## config.mk

```make
export PLATFORM = sky130hd
export DESIGN_NAME = mult_bus_master_flat
export DESIGN_NICKNAME = d
export VERILOG_FILES = /design/src/rtl/mult_bus_master_if.sv /design/src/rtl/mult_bus_master.sv /design/src/flat_wrapper.sv
export SDC_FILE = /design/constraint.sdc
export NUM_CORES = 1
export LEC_CHECK = 0
export CAP_MARGIN = 20
export CORE_UTILIZATION = 44
export DETAILED_ROUTE_END_ITERATION = 16
export PLACE_DENSITY = 0.7
export SKIP_CTS_REPAIR_TIMING = 1
export SYNTH_ARGS = -nofsm -noshare
export SYNTH_HDL_FRONTEND = slang
export SYNTH_SLANG_ARGS = --single-unit
```

## constraint.sdc

```tcl
create_clock -name clk -period 13.6 [get_ports clk]
set_input_delay 1.36 -clock clk [delete_from_list [all_inputs] [get_ports clk]]
set_output_delay 1.36 -clock clk [all_outputs]
set_load 0.01 [all_outputs]
```

## src/rtl/mult_bus_master_if.sv

```systemverilog
// Operand/result streams and peripheral register bus of the multiplier sequencer.
// master = sequencer side, slave = host/peripheral side.
interface mult_bus_master_if;
   logic        in_valid;
   logic        in_ready;
   logic [23:0] in_a;
   logic [23:0] in_b;
   logic        out_valid;
   logic        out_ready;
   logic [31:0] out_product;
   logic [23:0] out_ones;
   logic        out_timeout;
   logic        out_mismatch;
   logic [15:0] saddress;
   logic        swr;
   logic        srd;
   logic [31:0] sdata_out;
   logic [31:0] sdata_in;
   logic        busy;

   modport master (
      input  in_valid, in_a, in_b, out_ready, sdata_in,
      output in_ready, out_valid, out_product, out_ones,
      output out_timeout, out_mismatch,
      output saddress, swr, srd, sdata_out, busy
   );

   modport slave (
      output in_valid, in_a, in_b, out_ready, sdata_in,
      input  in_ready, out_valid, out_product, out_ones,
      input  out_timeout, out_mismatch,
      input  saddress, swr, srd, sdata_out, busy
   );
endinterface

```

## src/rtl/mult_bus_master.sv

```systemverilog
// Bus sequencer driving the GPIO multiplier peripheral.
// Writes operands, starts, polls status, reads product and ones count.
module mult_bus_master #(
   parameter int POLL_MAX = 64
) (
   input logic            clk,
   input logic            reset,
   mult_bus_master_if.master bus
);

   localparam logic [7:0] PMAX = 8'(POLL_MAX);

   typedef enum logic [3:0] {
      S_IDLE, S_WR_A1, S_WR_A2, S_WR_GO, S_RD_STAT,
      S_EVAL, S_RD_RES, S_RD_ONES, S_CHECK, S_RESP
   } state_t;

   state_t      state_q, state_d;
   logic [1:0]  phase_q, phase_d;
   logic [7:0]  poll_q, poll_d;
   logic [23:0] a_q, a_d, b_q, b_d;
   logic [1:0]  stat_q;
   logic [31:0] prod_q;
   logic [23:0] ones_q;
   logic [5:0]  pop;

   logic        in_ready_q, busy_q, out_valid_q;
   logic [15:0] saddr_q, addr_d;
   logic [31:0] wdata_q, wdata_d;
   logic        swr_q, srd_q, is_wr, is_rd;
   logic [31:0] prod_o;
   logic [23:0] ones_o;
   logic        to_o, mm_o;

   function automatic state_t next_acc(input state_t s);
      unique case (s)
         S_WR_A1:   return S_WR_A2;
         S_WR_A2:   return S_WR_GO;
         S_WR_GO:   return S_RD_STAT;
         S_RD_STAT: return S_EVAL;
         S_RD_RES:  return S_RD_ONES;
         S_RD_ONES: return S_CHECK;
         default:   return S_IDLE;
      endcase
   endfunction

   // Next state, access phase, poll count and operand latch
   always_comb begin
      state_d = state_q;
      phase_d = phase_q;
      poll_d  = poll_q;
      a_d     = a_q;
      b_d     = b_q;
      unique case (state_q)
         S_IDLE: begin
            if (bus.in_valid && in_ready_q) begin
               a_d     = bus.in_a;
               b_d     = bus.in_b;
               poll_d  = 8'd0;
               phase_d = 2'd0;
               state_d = S_WR_A1;
            end
         end
         S_WR_A1, S_WR_A2, S_WR_GO,
         S_RD_STAT, S_RD_RES, S_RD_ONES: begin
            if (phase_q == 2'd2) begin
               phase_d = 2'd0;
               state_d = next_acc(state_q);
            end else begin
               phase_d = phase_q + 2'd1;
            end
         end
         S_EVAL: begin
            if (stat_q == 2'b11) begin
               state_d = S_RD_RES;
            end else if (poll_q == PMAX) begin
               state_d = S_RESP;
            end else begin
               poll_d  = (poll_q == 8'hFF) ? poll_q : poll_q + 8'd1;
               state_d = S_RD_STAT;
            end
         end
         S_CHECK: state_d = S_RESP;
         S_RESP:  if (bus.out_ready) state_d = S_IDLE;
         default: state_d = S_IDLE;
      endcase
   end

   // Address, write data and strobe kind for the upcoming access
   always_comb begin
      addr_d  = 16'h0000;
      wdata_d = 32'h0;
      is_wr   = 1'b0;
      is_rd   = 1'b0;
      unique case (state_d)
         S_WR_A1: begin
            addr_d  = 16'h037F;
            wdata_d = {8'h00, a_d};
            is_wr   = 1'b1;
         end
         S_WR_A2: begin
            addr_d  = 16'h0388;
            wdata_d = {8'h00, b_d};
            is_wr   = 1'b1;
         end
         S_WR_GO: begin
            addr_d = 16'h03A0;
            is_wr  = 1'b1;
         end
         S_RD_STAT: begin
            addr_d = 16'h03A0;
            is_rd  = 1'b1;
         end
         S_RD_RES: begin
            addr_d = 16'h0390;
            is_rd  = 1'b1;
         end
         S_RD_ONES: begin
            addr_d = 16'h0398;
            is_rd  = 1'b1;
         end
         default: ;
      endcase
   end

   // Popcount of the captured product
   always_comb begin
      pop = 6'd0;
      for (int i = 0; i < 32; i++) pop = pop + {5'd0, prod_q[i]};
   end

   // Control state and registered bus/handshake outputs
   always_ff @(posedge clk or posedge reset) begin
      if (reset) begin
         state_q     <= S_IDLE;
         phase_q     <= 2'd0;
         poll_q      <= 8'd0;
         a_q         <= 24'd0;
         b_q         <= 24'd0;
         in_ready_q  <= 1'b0;
         busy_q      <= 1'b0;
         out_valid_q <= 1'b0;
         saddr_q     <= 16'h0000;
         wdata_q     <= 32'h0;
         swr_q       <= 1'b0;
         srd_q       <= 1'b0;
      end else begin
         state_q     <= state_d;
         phase_q     <= phase_d;
         poll_q      <= poll_d;
         a_q         <= a_d;
         b_q         <= b_d;
         in_ready_q  <= (state_d == S_IDLE);
         busy_q      <= (state_d != S_IDLE);
         out_valid_q <= (state_d == S_RESP);
         saddr_q     <= addr_d;
         wdata_q     <= wdata_d;
         swr_q       <= is_wr && (phase_d == 2'd1);
         srd_q       <= is_rd && (phase_d == 2'd1);
      end
   end

   // Read captures at end of HOLD and result registers loaded on entry to RESP
   always_ff @(posedge clk or posedge reset) begin
      if (reset) begin
         stat_q <= 2'b00;
         prod_q <= 32'h0;
         ones_q <= 24'd0;
         prod_o <= 32'h0;
         ones_o <= 24'd0;
         to_o   <= 1'b0;
         mm_o   <= 1'b0;
      end else begin
         if (phase_q == 2'd2) begin
            if (state_q == S_RD_STAT) stat_q <= bus.sdata_in[1:0];
            if (state_q == S_RD_RES)  prod_q <= bus.sdata_in;
            if (state_q == S_RD_ONES) ones_q <= bus.sdata_in[23:0];
         end
         if (state_q == S_CHECK) begin
            prod_o <= prod_q;
            ones_o <= ones_q;
            to_o   <= 1'b0;
            mm_o   <= ({18'd0, pop} != ones_q);
         end else if (state_q == S_EVAL && state_d == S_RESP) begin
            prod_o <= 32'h0;
            ones_o <= 24'd0;
            to_o   <= 1'b1;
            mm_o   <= 1'b0;
         end
      end
   end

   assign bus.in_ready     = in_ready_q;
   assign bus.busy         = busy_q;
   assign bus.out_valid    = out_valid_q;
   assign bus.saddress     = saddr_q;
   assign bus.sdata_out    = wdata_q;
   assign bus.swr          = swr_q;
   assign bus.srd          = srd_q;
   assign bus.out_product  = prod_o;
   assign bus.out_ones     = ones_o;
   assign bus.out_timeout  = to_o;
   assign bus.out_mismatch = mm_o;

endmodule

```

## src/flat_wrapper.sv

```systemverilog
// flat-port wrapper written by rule: the top's interface ports become plain ports
module mult_bus_master_flat 
#(
   parameter int POLL_MAX = 64
)
  (clk, reset, bus_in_valid, bus_in_a, bus_in_b, bus_out_ready, bus_sdata_in, bus_in_ready, bus_out_valid, bus_out_product, bus_out_ones, bus_out_timeout, bus_out_mismatch, bus_saddress, bus_swr, bus_srd, bus_sdata_out, bus_busy);
  mult_bus_master_if bus_i ();
  input logic clk;
  input logic reset;
  input wire logic [$bits(bus_i.in_valid)-1:0] bus_in_valid;
  input wire logic [$bits(bus_i.in_a)-1:0] bus_in_a;
  input wire logic [$bits(bus_i.in_b)-1:0] bus_in_b;
  input wire logic [$bits(bus_i.out_ready)-1:0] bus_out_ready;
  input wire logic [$bits(bus_i.sdata_in)-1:0] bus_sdata_in;
  output wire logic [$bits(bus_i.in_ready)-1:0] bus_in_ready;
  output wire logic [$bits(bus_i.out_valid)-1:0] bus_out_valid;
  output wire logic [$bits(bus_i.out_product)-1:0] bus_out_product;
  output wire logic [$bits(bus_i.out_ones)-1:0] bus_out_ones;
  output wire logic [$bits(bus_i.out_timeout)-1:0] bus_out_timeout;
  output wire logic [$bits(bus_i.out_mismatch)-1:0] bus_out_mismatch;
  output wire logic [$bits(bus_i.saddress)-1:0] bus_saddress;
  output wire logic [$bits(bus_i.swr)-1:0] bus_swr;
  output wire logic [$bits(bus_i.srd)-1:0] bus_srd;
  output wire logic [$bits(bus_i.sdata_out)-1:0] bus_sdata_out;
  output wire logic [$bits(bus_i.busy)-1:0] bus_busy;
  assign bus_i.in_valid = bus_in_valid;
  assign bus_i.in_a = bus_in_a;
  assign bus_i.in_b = bus_in_b;
  assign bus_i.out_ready = bus_out_ready;
  assign bus_i.sdata_in = bus_sdata_in;
  assign bus_in_ready = bus_i.in_ready;
  assign bus_out_valid = bus_i.out_valid;
  assign bus_out_product = bus_i.out_product;
  assign bus_out_ones = bus_i.out_ones;
  assign bus_out_timeout = bus_i.out_timeout;
  assign bus_out_mismatch = bus_i.out_mismatch;
  assign bus_saddress = bus_i.saddress;
  assign bus_swr = bus_i.swr;
  assign bus_srd = bus_i.srd;
  assign bus_sdata_out = bus_i.sdata_out;
  assign bus_busy = bus_i.busy;
  mult_bus_master #(.POLL_MAX(POLL_MAX)) u_core (.clk(clk), .reset(reset), .bus(bus_i));
endmodule
```

==> impl_metrics.yaml <==
run_status:
  outcome: "finished, final reports clean"
clocking:
  cts-root-buf: "clkbuf_16"
  htree_levels: 1
  cts_tree: "yes"
  cts_buffers: 24
  insertion_delay_ns: 0.51
  clk_pin_slew_ns: 0.06
  cts_sinks: 213
  clk_path_buf_depth: 3
final_layout:
  syn_to_final_growth_pct: 28.59
  post-route-util_pct: 58.32
  multi_input_area_um2: 3826
  fillers: 1750
  final_common_cell: "dfrtp_1"
  n_antenna_cell: 0
  drive_gt1_share_pct: 13.58
  regArea_um2: 5330
  layout.nets: 1116
  final_cell_mix: "dfrtp_1 (213), nand2_1 (183), clkdlybuf4s50_1 (180), mux2_2 (58), a22o_1 (57)"
drt:
  drtAntennaViolNets: 0
  routed_wl_um: 23030
  drt_first_pass_iters: 4
  viasPerCell: 5.312
  num_vias: 6820
  first_iter_violations: 338
  drc: 0
  wl_per_cell_um: 17.94
global_route:
  grt_pass1_vias: 6836
  grt_start_max_net_pins: 141
  grt_pass1_wl_um: 36750
  overflow: 0
  grt_use_total_pct: 20.84
  antenna_found_initial: 1
setup_path:
  crit-reg2reg-launch: "u_core.prod_q[0]"
  cp_num_buf_inv: 4
  required_ns: 14.00
  cp.depth: 18
  r2r_end: "u_core.bus.out_mismatch"
  crit_top_cell: "fa_1"
  ff2ff_path_depth: 18
  crit_end: "u_core.bus.out_mismatch"
  cp.arrival_ns: 5.89
  slowest_stage: "fa_1"
  critPathKind: "reg -> reg"
  cp_cell_sequence: "ha_1 > inv_1 > fa_1 > inv_1 > fa_1 > fa_1 > fa_1 > fa_1 > inv_1 > fa_1 > inv_1 > fa_1 > fa_1 > a21o_1 > a21oi_1 > xnor2_1 > nand4_1 > a22o_1"
  worst_path_largest_cell_delay_ns: 0.53
  cp-end-kind: "flop"
  critical_path.startpoint_type: "flop"
  crit_fanout: 3
  cp-startpoint: "u_core.prod_q[0]"
  reg2reg_slack_ns: 8.11
  crit_family: "adder cells"
synthesis:
  synthesis.area_um2: 9624
  syn_avg_cell_area_um2: 11.46
  yosysSeqAreaShare_pct: 55.38
  synth_cell_type_count: 55
  postSynthCellCount: 840
  synth-edff-count: 0
  yosys_warnings: 0
  synth-seq-cells: 213
  synthArstFlopShare_pct: 100.0
  synth_ff_type: "dfrtp_1"
die:
  die_w_um: 149.9
  dieHeight_um: 149.9
  boundaryPins: 195
  start_util_pct: 45.35
  std_cell_rows: 53
  die_area_um2: 22470
  core_area_um2: 21220
sta:
  setup_ws_ns: 8.107
  rsz0062_at_grt: "false"
  setup_viol: 0
  fmax_mhz: 182.1
  final.min_clock_period_ns: 5.493
  fin_setup_tns_ns: 0
  period_share_pct: 40.39
  hold_viol: 0
  worstMarginPinSlew_ns: 1.029
  drv_slew: 0
  slew_headroom_pct: 31.38
  fin_skew_ns: 0.01379
placed_design:
  dp_slack_ns: 8.080
  place_congestion: 0.7653
  portBuffers: 180
  hpwl_um: 14940
hold_path:
  hold_class: "reg -> reg"
  hold_path_depth: 2
job:
  drv_cap: 0
[Yosys cell counts (all sizes together), types with 4 or more instances]
cell type    n  area (um^2)
dfrtp      213         5330
nand2      183        686.9
mux2        58        653.1
a22o        57        499.2
inv         45        168.9
clkbuf      37        138.9
buf         35        241.5
nand4       31        193.9
a21oi       28        211.5
a32o        24        240.2
fa          24        480.5
nor2        16        62.56
xnor2       15        131.4
ha          10        125.1
nand3        8        40.04
nor4         7        50.05
o21ai        5        25.02
nor3         4        20.02
[registers in the layout, summed over array words and instances, names as in the netlist]
signal and flops:
u_core.bus.out_product 32, u_core.prod_q 32, u_core.a_q 24, u_core.b_q 24, u_core.bus.out_ones 24, u_core.bus.sdata_out 24
u_core.ones_q 24, u_core.poll_q 8, u_core.bus.saddress 6, u_core.state_q 4, u_core.phase_q 2, u_core.stat_q 2
u_core.bus.busy 1, u_core.bus.in_ready 1, u_core.bus.out_mismatch 1, u_core.bus.out_timeout 1, u_core.bus.out_valid 1, u_core.bus.srd 1
u_core.bus.swr 1
[per-stage QoR]
stage                     hold slack, ns  area, um^2  instances
after floorplan                   0.4384        9673        853
after global placement            0.4491       11560       1247
after detailed placement          0.4554       11560       1247
after CTS                         0.4683       12380       1284
after global routing              0.4813       12380       1284
final                             0.4660       12380       1284
[cell families after synthesis]
family	Yosys count	share of synthesized area [%]
AO/OA/AOI/OAI	125	11.18
XOR/XNOR	16	1.456
adder cells (fa/ha/maj)	34	6.292
buffers and inverters	118	5.746
flip-flops	213	55.38
multiplexers	60	6.994
other	1	0.03896
AND/OR/NAND/NOR	273	12.91
[metal layers]
| layer | vias to the layer above | track usage [%] | wire length (um) |
|---|---|---|---|
| li1 | 3173 | - | - |
| met1 | 3390 | 28.22 | 10030 |
| met4 | 0 | 4.848 | 432 |
| met2 | 226 | 33.59 | 10790 |
| met3 | 31 | 5.305 | 1781 |
| met5 | - | 0 | 0 |
[cell type report]
class | instances | share of cell area [%]
Clock buffer | 33 | 5.783
Timing Repair Buffer | 191 | 15.23
Inverter | 46 | 1.456
Sequential cell | 213 | 43.07
Multi-Input combinational cell | 522 | 30.92
Clock inverter | 4 | 0.7684
Tap cell | 275 | 2.780
[worst min-delay path, cell delays in order (launching register included)]
cell and delay (ns):
dfrtp_1 0.34, nand2_1 0.05, nand2_1 0.05
[worst min path at each step]
stage	startpoint	end	slack (ns)
4_1_cts	u_core.b_q[19]	u_core.b_q[19]	0.47
2_1_floorplan	u_core.b_q[0]	u_core.b_q[0]	0.44
5_1_grt	u_core.b_q[21]	u_core.b_q[21]	0.48
3_3_place_gp	u_core.b_q[4]	u_core.b_q[4]	0.45
3_5_place_dp	u_core.b_q[18]	u_core.b_q[18]	0.46
6_report	u_core.b_q[19]	u_core.b_q[19]	0.47
Power is not shown: default switching activity piles up to over one toggle a cycle in this logic, so the estimate is an artifact.
